===== src/rtl/data_mem_responder_pkg.sv =====
// Shared definitions for the data memory responder.
// Holds funct3 access codes, the FSM state type, byte-enable lane constants
// and small decode helpers used by the top level and the lane aligner.
package data_mem_responder_pkg;

    // Load funct3 codes (instr[14:12]).
    localparam logic [2:0] Funct3Lb  = 3'd0;
    localparam logic [2:0] Funct3Lh  = 3'd1;
    localparam logic [2:0] Funct3Lw  = 3'd2;
    localparam logic [2:0] Funct3Lbu = 3'd4;
    localparam logic [2:0] Funct3Lhu = 3'd5;

    // Store funct3 codes.
    localparam logic [2:0] Funct3Sb  = 3'd0;
    localparam logic [2:0] Funct3Sh  = 3'd1;
    localparam logic [2:0] Funct3Sw  = 3'd2;

    // Byte-enable lane patterns.
    localparam logic [3:0] BeLane0    = 4'b0001;
    localparam logic [3:0] BeLowHalf  = 4'b0011;
    localparam logic [3:0] BeHighHalf = 4'b1100;
    localparam logic [3:0] BeWord     = 4'b1111;

    typedef enum logic [1:0] {
        StIdle,
        StBusy,
        StDone
    } state_e;

    function automatic logic funct3_legal(input logic is_store, input logic [2:0] f3);
        if (is_store) begin
            return (f3 == Funct3Sb) || (f3 == Funct3Sh) || (f3 == Funct3Sw);
        end
        return (f3 == Funct3Lb) || (f3 == Funct3Lh) || (f3 == Funct3Lw) ||
               (f3 == Funct3Lbu) || (f3 == Funct3Lhu);
    endfunction

    // Size lives in f3[1:0]: 0 byte, 1 half, 2 word.
    function automatic logic addr_aligned(input logic [2:0] f3, input logic [1:0] lo);
        case (f3[1:0])
            2'd1:    return (lo[0] == 1'b0);
            2'd2:    return (lo == 2'b00);
            default: return 1'b1;
        endcase
    endfunction

endpackage


===== src/rtl/data_mem_responder_aligner.sv =====
// load_store_aligner: purely combinational lane logic.
// Store side: replicates store data across lanes and builds byte enables.
// Load side: extracts the addressed lane from the bus word and extends it.
// Ports:
//   st_we_i/st_funct3_i/st_addr_lo_i/st_wdata_i : store-side request fields
//   st_wdata_o/st_be_o                          : lane-steered data and enables
//   ld_funct3_i/ld_addr_lo_i/ld_raw_i           : latched load fields, bus word
//   ld_data_o                                   : extended load result
module load_store_aligner
    import data_mem_responder_pkg::*;
(
    input  logic        st_we_i,
    input  logic [2:0]  st_funct3_i,
    input  logic [1:0]  st_addr_lo_i,
    input  logic [31:0] st_wdata_i,
    output logic [31:0] st_wdata_o,
    output logic [3:0]  st_be_o,
    input  logic [2:0]  ld_funct3_i,
    input  logic [1:0]  ld_addr_lo_i,
    input  logic [31:0] ld_raw_i,
    output logic [31:0] ld_data_o
);

    logic [31:0] ld_shifted;
    logic [7:0]  ld_byte;
    logic [15:0] ld_half;

    always_comb begin
        st_wdata_o = st_wdata_i;
        st_be_o    = BeWord;
        if (st_we_i) begin
            case (st_funct3_i[1:0])
                2'd0: begin
                    st_wdata_o = {4{st_wdata_i[7:0]}};
                    st_be_o    = BeLane0 << st_addr_lo_i;
                end
                2'd1: begin
                    st_wdata_o = {2{st_wdata_i[15:0]}};
                    st_be_o    = st_addr_lo_i[1] ? BeHighHalf : BeLowHalf;
                end
                default: begin
                    st_wdata_o = st_wdata_i;
                    st_be_o    = BeWord;
                end
            endcase
        end
    end

    always_comb begin
        ld_shifted = ld_raw_i >> {ld_addr_lo_i, 3'b000};
        ld_byte    = ld_shifted[7:0];
        ld_half    = ld_addr_lo_i[1] ? ld_raw_i[31:16] : ld_raw_i[15:0];
        case (ld_funct3_i)
            Funct3Lb:  ld_data_o = {{24{ld_byte[7]}}, ld_byte};
            Funct3Lh:  ld_data_o = {{16{ld_half[15]}}, ld_half};
            Funct3Lbu: ld_data_o = {24'd0, ld_byte};
            Funct3Lhu: ld_data_o = {16'd0, ld_half};
            default:   ld_data_o = ld_raw_i;
        endcase
    end

endmodule


===== src/rtl/data_mem_responder.sv =====
// Data memory responder: turns core load/store requests into single word-bus
// transactions, stalling the core until the bus acknowledges or times out.
// Ports:
//   clk, reset_n (sync, active-low)
//   should_read_mem/should_write_mem/funct3/addr/wdata : core request
//   stall, rdata, rdata_valid, fault                   : core response
//   bus_req/bus_we/bus_addr/bus_wdata/bus_be           : word bus request
//   bus_ack/bus_rdata                                  : word bus response
module data_mem_responder
    import data_mem_responder_pkg::*;
#(
    parameter int unsigned TIMEOUT_CYCLES = 255
) (
    input  logic        clk,
    input  logic        reset_n,
    input  logic        should_read_mem,
    input  logic        should_write_mem,
    input  logic [2:0]  funct3,
    input  logic [31:0] addr,
    input  logic [31:0] wdata,
    output logic        stall,
    output logic [31:0] rdata,
    output logic        rdata_valid,
    output logic        fault,
    output logic        bus_req,
    output logic        bus_we,
    output logic [31:0] bus_addr,
    output logic [31:0] bus_wdata,
    output logic [3:0]  bus_be,
    input  logic        bus_ack,
    input  logic [31:0] bus_rdata
);

    state_e      state_q, state_d;
    logic [31:0] cnt_q;
    logic [31:0] rdata_q;
    logic        we_q;
    logic [31:0] addr_q;
    logic [31:0] wdata_q;
    logic [3:0]  be_q;
    logic [2:0]  f3_q;
    logic [1:0]  lo_q;

    logic        in_idle, in_busy, in_done;
    logic        req_any, req_ok, req_bad, timeout;
    logic [31:0] st_wdata;
    logic [3:0]  st_be;
    logic [31:0] ld_data;

    assign in_idle = (state_q == StIdle);
    assign in_busy = (state_q == StBusy);
    assign in_done = (state_q == StDone);

    assign req_any = should_read_mem | should_write_mem;
    assign req_ok  = in_idle && req_any && !(should_read_mem && should_write_mem) &&
                     funct3_legal(should_write_mem, funct3) && addr_aligned(funct3, addr[1:0]);
    assign req_bad = in_idle && req_any && !req_ok;

    // Ack on the final allowed cycle wins over the timeout.
    assign timeout = in_busy && !bus_ack && (cnt_q == 32'(TIMEOUT_CYCLES - 1));

    load_store_aligner u_aligner (
        .st_we_i      (should_write_mem),
        .st_funct3_i  (funct3),
        .st_addr_lo_i (addr[1:0]),
        .st_wdata_i   (wdata),
        .st_wdata_o   (st_wdata),
        .st_be_o      (st_be),
        .ld_funct3_i  (f3_q),
        .ld_addr_lo_i (lo_q),
        .ld_raw_i     (bus_rdata),
        .ld_data_o    (ld_data)
    );

    always_comb begin
        state_d = state_q;
        unique case (state_q)
            StIdle:  if (req_ok) state_d = StBusy;
            StBusy:  if (bus_ack || timeout) state_d = StDone;
            StDone:  state_d = StIdle;
            default: state_d = StIdle;
        endcase
    end

    always_ff @(posedge clk) begin
        if (!reset_n) begin
            state_q <= StIdle;
            cnt_q   <= '0;
            rdata_q <= '0;
            we_q    <= 1'b0;
            addr_q  <= '0;
            wdata_q <= '0;
            be_q    <= '0;
            f3_q    <= '0;
            lo_q    <= '0;
        end else begin
            state_q <= state_d;
            if (in_idle && req_ok) begin
                cnt_q   <= '0;
                we_q    <= should_write_mem;
                addr_q  <= {addr[31:2], 2'b00};
                wdata_q <= st_wdata;
                be_q    <= st_be;
                f3_q    <= funct3;
                lo_q    <= addr[1:0];
            end else if (in_busy) begin
                if (bus_ack) begin
                    if (!we_q) rdata_q <= ld_data;
                end else if (timeout) begin
                    rdata_q <= '0;
                end else begin
                    cnt_q <= cnt_q + 32'd1;
                end
            end
        end
    end

    assign stall       = req_ok || in_busy;
    assign fault       = req_bad || timeout;
    assign rdata       = rdata_q;
    assign rdata_valid = in_done && !we_q;
    assign bus_req     = in_busy;
    assign bus_we      = in_busy && we_q;
    assign bus_addr    = addr_q;
    assign bus_wdata   = wdata_q;
    assign bus_be      = in_busy ? be_q : 4'b0000;

endmodule


===== config.mk =====
export PLATFORM = sky130hd
export DESIGN_NAME = data_mem_responder
export DESIGN_NICKNAME = d
export VERILOG_FILES = /design/src/rtl/data_mem_responder_pkg.sv /design/src/rtl/data_mem_responder_aligner.sv /design/src/rtl/data_mem_responder.sv
export SDC_FILE = /design/constraint.sdc
export NUM_CORES = 1
export LEC_CHECK = 0
export CORE_UTILIZATION = 48
export DETAILED_ROUTE_END_ITERATION = 8
export GPL_ROUTABILITY_DRIVEN = 0
export GPL_TIMING_DRIVEN = 0
export PLACE_DENSITY = 0.79
export SLEW_MARGIN = 20
export SYNTH_ARGS = -nofsm -noshare
export SYNTH_HDL_FRONTEND = slang
export SYNTH_HIERARCHICAL = 1
export SYNTH_SLANG_ARGS = --single-unit

===== constraint.sdc =====
create_clock -name clk -period 2.5 [get_ports clk]
set_input_delay 0.375 -clock clk [delete_from_list [all_inputs] [get_ports clk]]
set_output_delay 0.375 -clock clk [all_outputs]
set_load 0.02 [all_outputs]

==> impl_metrics.tcl, run 1 <==
set metrics [dict create \
    start_util 0.497 \
    power_switching_w 0.00153 \
    cts_tree "done" \
    numCtsBuffers 17 \
    crit_type "reg2out" \
    rsz0062_at_grt "yes" \
    pwr-share-clk 0.446 \
    synth.area.top_cells "dfxtp_1 40%, nand2_1 11%, a21boi_0 7.9%" \
    dieArea_um2 15000 \
    synth_cell_types 61 \
    grt_pass1_vias 6507 \
    yosysTopAreaCell "dfxtp_1" \
    met2_usage 0.469 \
    syn2layout_area_growth_pct 43.8 \
    io-pin-count 209 \
    synth_top_family_by_area "simple AND/OR/NAND/NOR gates" \
    h-tree-depth 4 \
    synthXorXnorAreaFrac 0.0277 \
    worstPathArrival_ns 2.06 \
    final-setup-viol-count 0 \
    drv_cap 0 \
    synth-compound-area-share 0.216 \
    setup.worst_path.end_class "primary output" \
    grt_max_degree 17 \
    hold_viol 0 \
    die_x_um 122 \
    use_met1 0.351 \
    fin_skew_ns 0.00381 \
    hold_path_startpoint "funct3[0]" \
    insertion_delay_ns 0.42 \
    cp.required_ns 2.12 \
    nets 1159 \
    p_int_w 0.00448 \
    drt_pass1_iterations 5 \
    critPathMaxFanout 9 \
    route.detailed.drc 0 \
    synth_warnings 6 \
    cts_buffer_depth 2 \
    async_flop_share 0 \
    synth.most_common_cell "nand2_1" \
    syn_inst 822 \
    drt_iter0_markers 491 \
    totalWireLength_mm 21.4 \
    synth-simple-area-share 0.239 \
    slew_violations 0 \
    clock_sinks 138 \
    grt-ovfl-total 0 \
    period_share 0.973 \
    grtUsageMet3 0.0906 \
    synth_seq_area_share 0.398 \
    pwr_density_cell_nw_per_um2 602 \
    postLayoutCoreUtil 0.714 \
    slew-limit-headroom 0.464 \
    syn_area_um2 6950 \
    grt_antenna_before_repair 2 \
    seqPwrFrac 0.387 \
    synth_top_area_share 0.398 \
    fin_ws_ns 0.0680 \
    worstMarginPinSlew_ns 0.798 \
    top_usage_layer "met2" \
    synth-adder-area-share 0.00901 \
    hold_buffers 0 \
    rows 43 \
    die_h_um 122 \
    vias 6738 \
    drive_gt1_frac 0.107 \
    synth_area_per_cell_um2 8.45 \
    path_clk_slew_ns 0.06 \
    vias_per_cell 5.42 \
    synth.area.mux_share 0.0569 \
    port_buffers 206 \
    max_freq_mhz 411 \
    swShare 0.254 \
    synth-seq-cells 138 \
    ys_top_cells_by_count "196 x nand2_1, 138 x dfxtp_1, 73 x a21boi_0" \
    pre_cts_ws_ns -1.60 \
    crit_path_start "state_q[0]" \
    ir_worst_vdd_mv 0.445 \
    detail_route.wl_per_cell_um 17.2 \
    critPathLaunchType "flop" \
    finalCriticalPeriod_ns 2.43 \
    hp-class "in2reg" \
    p_leak_nw 3.76 \
    grt_usage 0.289 \
    regToRegStartpoint "cnt_q[1]" \
    grt_pass1_wl_mm 33.1 \
    synthFlopType "dfxtp_1" \
    synth-edff-count 0 \
    dpl.hpwl_mm 15.7 \
    coreArea_um2 14000 \
    status "finished, final reports clean" \
    antenna_left 0 \
    p_comb_frac 0.167 \
    cts-root-buf "clkbuf_16" \
]
==> critical path: stages, from the launching register on <==
cell,delay (ns)
dfxtp_1,0.45
nor2b_1,0.18
buf_2,0.23
and2_1,0.17
clkdlybuf4s50_1,0.61
==> placed cells by master (no fill, tap or decap), types with 5 or more instances in the layout <==
cell type / instances
clkbuf_1: 41
a21oi_1: 18
nand3_1: 16
buf_4: 17
nand3b_1: 12
o21ai_0: 16
dfxtp_1: 135
nor3_1: 5
a22o_1: 32
inv_1: 8
clkinv_2: 5
o22a_1: 7
xor2_1: 21
clkdlybuf4s50_1: 195
a21boi_0: 73
nor4_1: 5
buf_2: 7
clkbuf_16: 17
nand2b_1: 7
nor2b_1: 31
nand4_1: 11
a21oi_2: 14
dlymetal6s2s_1: 6
and2_1: 6
nor2_1: 33
mux2i_1: 26
o31ai_1: 7
nand2_1: 196
mux2_2: 8
==> worst paths after layout <==
kind,end,slack (ns),cells after the start
setup / recovery,bus_be[1],0.07,4
setup reg to reg,cnt_q[8],0.16,6
hold / removal,f3_q[0],0.28,3
hold reg to reg,be_q[0],0.46,2
==> repair_timing <==
item	in CTS	in global routing
pin swaps	3	2
endpoints found under the hold margin	0	0
setup buffers	4	0
resized for setup	31	18
setup endpoints to repair	67	23
==> flip-flops by register name, indices dropped and copies added (netlist names) <==
signal	flops
bus_wdata	32
lo_q	2
state_q	2
be_q	4
we_q	1
cnt_q	32
f3_q	3
rdata	32
bus_addr	30
==> kinds of logic (layout without fill, tap and decap cells) <==
kind of cell    count (synthesis)  in the layout
mux                            37             37
simple gates                  348            348
fa+ha+maj                       5              5
other cells                     1              3
flops                         138            138
xor+xnor                       22             22
buf+inv                        76            316
compound gates                195            195
==> area by class of cell <==
| cell class | instances | area, um^2 |
|---|---|---|
| clock buffer | 20 | 457 |
| multi-input combinational | 609 | 3890 |
| buffer | 66 | 345 |
| sequential | 138 | 2770 |
| tap | 180 | 225 |
| timing repair buffer | 210 | 2100 |
| inverter | 8 | 30.0 |
| clock inverter | 12 | 170 |
| antenna | 1 | 2.50 |
| fill | 1128 | 4000 |
==> power groups by stage <==
| stage | logic, W | clock network, W | registers [W] |
|---|---|---|---|
| 3_5_place_dp | 0.000981 | 0 | 0.00237 |
| 4_1_cts | 0.00100 | 0.00270 | 0.00232 |
| 5_1_grt | 0.00108 | 0.00280 | 0.00233 |
| 2_1_floorplan | 0.000447 | 0 | 0.00244 |
| 6_report | 0.00101 | 0.00268 | 0.00233 |
| 3_3_place_gp | 0.000978 | 0 | 0.00237 |
==> through the flow <==
stage	std cells	hold slack, ns	TNS [ns]	power [W]	cell area [um^2]
6_report	1244	0.278	0	0.00601	9990
5_1_grt	1244	0.275	-0.0309	0.00621	9990
4_1_cts	1244	0.374	0	0.00603	9960
3_5_place_dp	1209	0.452	-73.35	0.00335	9240
3_3_place_gp	1209	0.446	-73.06	0.00335	9240
2_1_floorplan	823	0.439	0	0.00289	6950
==> per-layer routing <==
metal  vias to the layer above  wire length, um
met2                       289             9870
met3                        44             1860
met4                         2              575
li1                       3300                -
met1                      3103             9090
met5                         -               10
Note: power is estimated with default switching activity, not from simulation.
==> run 2, diff against run 1 <==
ABC_CLOCK_PERIOD_IN_PS = 2500   (was default)
CORE_UTILIZATION = 46   (was 48)
PLACE_DENSITY = 0.78   (was 0.79)
SYNTH_HIERARCHICAL = default   (was 1)
==> run 2 against run 1 <==
Via count is 0.70% higher. Power is 3.6% lower. Synthesized area is 7.6% lower. Clock skew is 0.0049 ns higher. Clock power is 7.5% lower. Sequential power hardly changed.
==> impl_metrics.tcl, run 2 <==
set metrics [dict create \
    grt_antenna_before_repair 3 \
    syn_inst 800 \
    nets 1139 \
    dieArea_um2 14400 \
    antenna_left 0 \
    vias 6785 \
    h-tree-depth 4 \
    cts_buffer_depth 2 \
    syn_area_um2 6420 \
    synth.most_common_cell "nand2_1" \
    start_util 0.479 \
    ir_worst_vdd_mv 0.389 \
    rsz0062_at_grt "no" \
    route.detailed.drc 0 \
    p_leak_nw 3.52 \
    period_share 0.966 \
    worstMarginPinSlew_ns 1.02 \
    synth_top_area_share 0.430 \
    totalWireLength_mm 20.5 \
    worstPathArrival_ns 2.04 \
    crit_type "reg2out" \
    hold_ws_ns 0.386 \
    crit_path_start "state_q[1]" \
    final-setup-viol-count 0 \
    setup.worst_path.end_class "primary output" \
    insertion_delay_ns 0.42 \
    rows 42 \
    synth-edff-count 0 \
    vias_per_cell 5.56 \
    power_w 0.00580 \
    die_x_um 120 \
    rr_worst_depth 9 \
    regToRegStartpoint "cnt_q[0]" \
    drt_pass1_iterations 5 \
    rrSetupSlack_ns 0.15 \
    cts_tree "done" \
    drt_iter0_markers 473 \
    postLayoutCoreUtil 0.702 \
    synthFlopType "dfxtp_1" \
    crit_end "bus_we" \
    grt_pass1_vias 6305 \
    grt_usage 0.286 \
    drive_gt1_frac 0.0815 \
    cts-root-buf "clkbuf_16" \
    io-pin-count 209 \
    critPathLaunchType "flop" \
    fin_skew_ns 0.00867 \
    layout_commonest_cell "clkdlybuf4s50_1" \
    max_freq_mhz 414 \
    port_buffers 205 \
    die_h_um 120 \
    synth_warnings 0 \
    slew-limit-headroom 0.315 \
    hold_viol 0 \
    drv_cap 0 \
    status "finished, final reports clean" \
    synth.area.top_cells "dfxtp_1 43%, nand2_1 11%, mux2i_1 5.6%" \
    synth_seq_area_share 0.430 \
    dpl.hpwl_mm 15.0 \
    synth-seq-cells 138 \
    layout_common_cells "199 x clkdlybuf4s50_1, 189 x nand2_1, 137 x dfxtp_1" \
    yosysTopAreaCell "dfxtp_1" \
    async_flop_share 0 \
    pwr_density_cell_nw_per_um2 616 \
    critPathMaxFanout 7 \
    clock_sinks 138 \
    synth_area_per_cell_um2 8.02 \
    fin_ws_ns 0.0850 \
    cp.required_ns 2.12 \
    numCtsBuffers 17 \
    grt_pass1_wl_mm 32.1 \
    ys_top_cells_by_count "189 x nand2_1, 138 x dfxtp_1, 64 x a21oi_1" \
    detail_route.wl_per_cell_um 16.8 \
    synth_cell_types 56 \
    finalCriticalPeriod_ns 2.42 \
    slew_violations 0 \
    hp-class "in2reg" \
    worstReg2RegEnd "rdata[18]" \
    grt-ovfl-total 0 \
    grt_max_degree 17 \
    coreArea_um2 13400 \
    path_clk_slew_ns 0.06 \
    pre_cts_ws_ns -1.13 \
    syn2layout_area_growth_pct 46.7 \
]
==> run 2: report_power, final <==
part	internal, W	switching (W)	leakage (nW)
Clock	0.00150	0.000975	0.278
Sequential	0.00229	0.0000542	1.12
Combinational	0.000447	0.000529	2.12
==> run 2: how the worst min path moves through the flow <==
stage	from	endpoint	slack, ns	depth (start not counted)
6_report	addr[1]	lo_q[1]	0.39	3
5_1_grt	addr[1]	lo_q[1]	0.40	3
4_1_cts	funct3[0]	f3_q[0]	0.39	3
3_5_place_dp	bus_addr[17]	bus_addr[17]	0.45	2
3_3_place_gp	bus_addr[28]	bus_addr[28]	0.44	2
2_1_floorplan	f3_q[2]	f3_q[2]	0.45	2
==> run 2: cell type report <==
class / instances / area, um^2
multi-input cells: 586 / 3410
inverters: 20 / 75.1
plain buffers: 57 / 263
diodes: 2 / 5.00
clock inverters: 9 / 87.6
repair buffers: 210 / 2090
well taps: 176 / 220
clock buffers: 23 / 498
fillers: 1120 / 3990
flip-flops and latches: 138 / 2760
==> run 2: cell families (layout without fill, tap and decap cells) <==
| logic type | after synthesis | after routing | share of synthesized area |
|---|---|---|---|
| fa+ha+maj | 5 | 5 | 0.00975 |
| flops | 138 | 138 | 0.430 |
| other cells | 1 | 4 | 0.000584 |
| compound gates | 190 | 190 | 0.191 |
| xor+xnor | 6 | 6 | 0.00819 |
| simple gates | 345 | 345 | 0.248 |
| mux | 38 | 38 | 0.0632 |
| buf+inv | 77 | 319 | 0.0493 |
==> run 2: stage by stage <==
stage               instance area [um^2]  instances  TNS (ns)
CTS                                 9380       1219         0
global placement                    8690       1182    -60.28
detailed placement                  8690       1182    -63.89
finish                              9410       1221         0
global route                        9410       1220         0
floorplan                           6420        801         0
==> run 2: what timing repair did <==
action | CTS | global route
setup endpoints to repair | 94 | 23
buffers inserted | 5 | 0
hold buffers | 0 | 0
hold endpoints to repair | 0 | 0
resized for setup | 20 | 12
pin swaps | 4 | 4
==> run 2: layer usage <==
layer / GRT usage / wire length, um / up-vias / part of all wire
met3: 0.0894 / 1900 / 40 / 0.093
met5: 0 / 11 / - / 0.00054
met1: 0.346 / 8340 / 3143 / 0.41
li1: - / - / 3305 / -
met2: 0.468 / 9830 / 295 / 0.48
met4: 0.115 / 433 / 2 / 0.021
==> run 2: critical path, stage by stage (launching register included) <==
cell             delay (ns)
dfxtp_1                0.36
nand2b_1               0.26
inv_2                  0.16
and2_1                 0.21
clkdlybuf4s50_1        0.62
==> run 3, diff against run 2 <==
--- a/config.mk
+++ b/config.mk
@@ -9,5 +9,4 @@
 export CORE_UTILIZATION = 46
 export DETAILED_ROUTE_END_ITERATION = 8
-export GPL_ROUTABILITY_DRIVEN = 0
 export GPL_TIMING_DRIVEN = 0
 export PLACE_DENSITY = 0.78
==> constraint.sdc (replaced) <==
create_clock -name clk -period 2.5 [get_ports clk]
set_input_delay 0.75 -clock clk [delete_from_list [all_inputs] [get_ports clk]]
set_output_delay 0.75 -clock clk [all_outputs]
set_load 0.02 [all_outputs]
==> run 3 against run 2 <==
Maximum frequency fell by 9.9%. Wire length increased by 2.8%. Count of clock-buffer cells in the layout grew 2. Flip-flop and latch count unchanged. The flow now finishes with violations (negative setup slack). First-iteration DRC count grew 5.1%. Global-route usage up 0.24 points. Utilization up 1.7 points. Hold slack improved by 0.065 ns. Sequential power barely moved. Clock skew shrank 0.0010 ns.
==> impl_metrics.tcl, run 3 (synthesis results as in run 2) <==
set metrics [dict create \
    status "complete, but fails checks" \
    violations "negative setup slack" \
    grt_pass1_vias 6519 \
    grtUsageMet3 0.0846 \
    detail_route.wl_per_cell_um 17.2 \
    hold_viol 0 \
    hold_buffers 0 \
    insertion_delay_ns 0.42 \
    rsz0062_at_grt "yes" \
    die_h_um 120 \
    pwr-share-clk 0.442 \
    die_x_um 120 \
    worstMarginPinSlew_ns 0.713 \
    worstPathArrival_ns 1.93 \
    met2_usage 0.480 \
    final-setup-viol-count 2 \
    dpl.hpwl_mm 14.8 \
    coreArea_um2 13400 \
    totalWireLength_mm 21.1 \
    grt_usage 0.288 \
    hp-class "reg2reg" \
    layout_commonest_cell "clkdlybuf4s50_1" \
    syn2layout_area_growth_pct 50.2 \
    layout_common_cells "189 x clkdlybuf4s50_1, 188 x nand2_1, 136 x dfxtp_1" \
    route.detailed.drc 0 \
    nets 1149 \
    io-pin-count 209 \
    grt_max_degree 17 \
    period_share 1.07 \
    place_congestion 0.894 \
    h-tree-depth 4 \
    drt_iter0_markers 497 \
    grt_antenna_before_repair 0 \
    cts_buffer_depth 2 \
    clock_sinks 138 \
    crit_type "in2out" \
    seqPwrFrac 0.388 \
    swShare 0.254 \
    finalCriticalPeriod_ns 2.68 \
    cp.required_ns 1.75 \
    grt-ovfl-total 0 \
    drv_cap 0 \
    fin_ws_ns -0.181 \
    use_met1 0.341 \
    cts-root-buf "clkbuf_16" \
    pwr_density_cell_nw_per_um2 627 \
    p_int_w 0.00451 \
    final_cells 1229 \
    slew_violations 0 \
    start_util 0.479 \
    fin_skew_ns 0.00763 \
    place_area_um2 8790 \
    vias_per_cell 5.67 \
    max_freq_mhz 373 \
    cts_tree "done" \
    p_comb_frac 0.170 \
    rows 42 \
    grt_pass1_wl_mm 32.4 \
    antenna_cells 0 \
    p_leak_nw 3.64 \
    top_usage_layer "met2" \
    port_buffers 205 \
    path_clk_slew_ns 0.05 \
    drt_pass1_iterations 6 \
    ir_worst_vdd_mv 0.476 \
    critPathMaxFanout 4 \
    slew-limit-headroom 0.524 \
    antenna_left 0 \
    critPathLaunchType "input port" \
    vias 6963 \
    setup.worst_path.end_class "primary output" \
    dieArea_um2 14400 \
    final_area_um2 9640 \
    power_switching_w 0.00153 \
    n_fill_cell 1055 \
    finalSetupTns_ns -0.340 \
    place_inst 1182 \
    numCtsBuffers 17 \
    drive_gt1_frac 0.111 \
    hold_ws_ns 0.451 \
]
run 3: stage by stage:
stage               setup WS, ns   util  total power, W
finish                    -0.181  0.719         0.00605
global route              -0.252  0.719         0.00625
detailed placement         -1.54  0.656         0.00336
global placement           -1.53  0.656         0.00335
floorplan                -0.0976      -         0.00288
CTS                       -0.197  0.714         0.00605
run 3: what timing repair did:
item,in CTS,in global routing
gates resized for setup,66,23
setup buffers,10,6
gates cloned,0,0
setup endpoints to repair,144,50
pin swaps,10,7
endpoints found under the hold margin,0,0
run 3: path summary, 6_finish.rpt:
kind	startpoint	endpoint	slack [ns]	cells after the start
hold reg to reg	bus_addr[26]	bus_addr[26]	0.45	2
hold / removal	bus_addr[26]	bus_addr[26]	0.45	2
setup reg to reg	cnt_q[0]	cnt_q[22]	0.12	12
setup / recovery	funct3[2]	fault	-0.18	5
run 3: metal layers:
layer  part of all wire  wire length [um]
met5                  0                 0
met4              0.029               615
met3              0.089              1880
met2               0.48             10100
met1               0.40              8440
run 3: power groups by stage:
stage | Combinational [W] | Clock (W) | Sequential, W
finish | 0.00103 | 0.00267 | 0.00235
global route | 0.00110 | 0.00280 | 0.00236
CTS | 0.00101 | 0.00269 | 0.00235
detailed placement | 0.000970 | 0 | 0.00239
global placement | 0.000963 | 0 | 0.00239
floorplan | 0.000402 | 0 | 0.00247
run 3: worst max-delay path: stages:
cell and delay (ns):
clkdlybuf4s50_1 0.50, o22ai_4 0.19, nand3_4 0.13, a21o_4 0.23
buf_6 0.12
run 3: cell type report:
cell class | count | area (um^2) | area share
inverter | 20 | 96.3 | 0.00999
tap | 176 | 220 | 0.0228
clock buffer | 25 | 485 | 0.0504
buffer | 56 | 268 | 0.0278
clock inverter | 7 | 138 | 0.0143
multi-input combinational | 586 | 3510 | 0.364
sequential | 138 | 2770 | 0.287
timing repair buffer | 221 | 2160 | 0.224
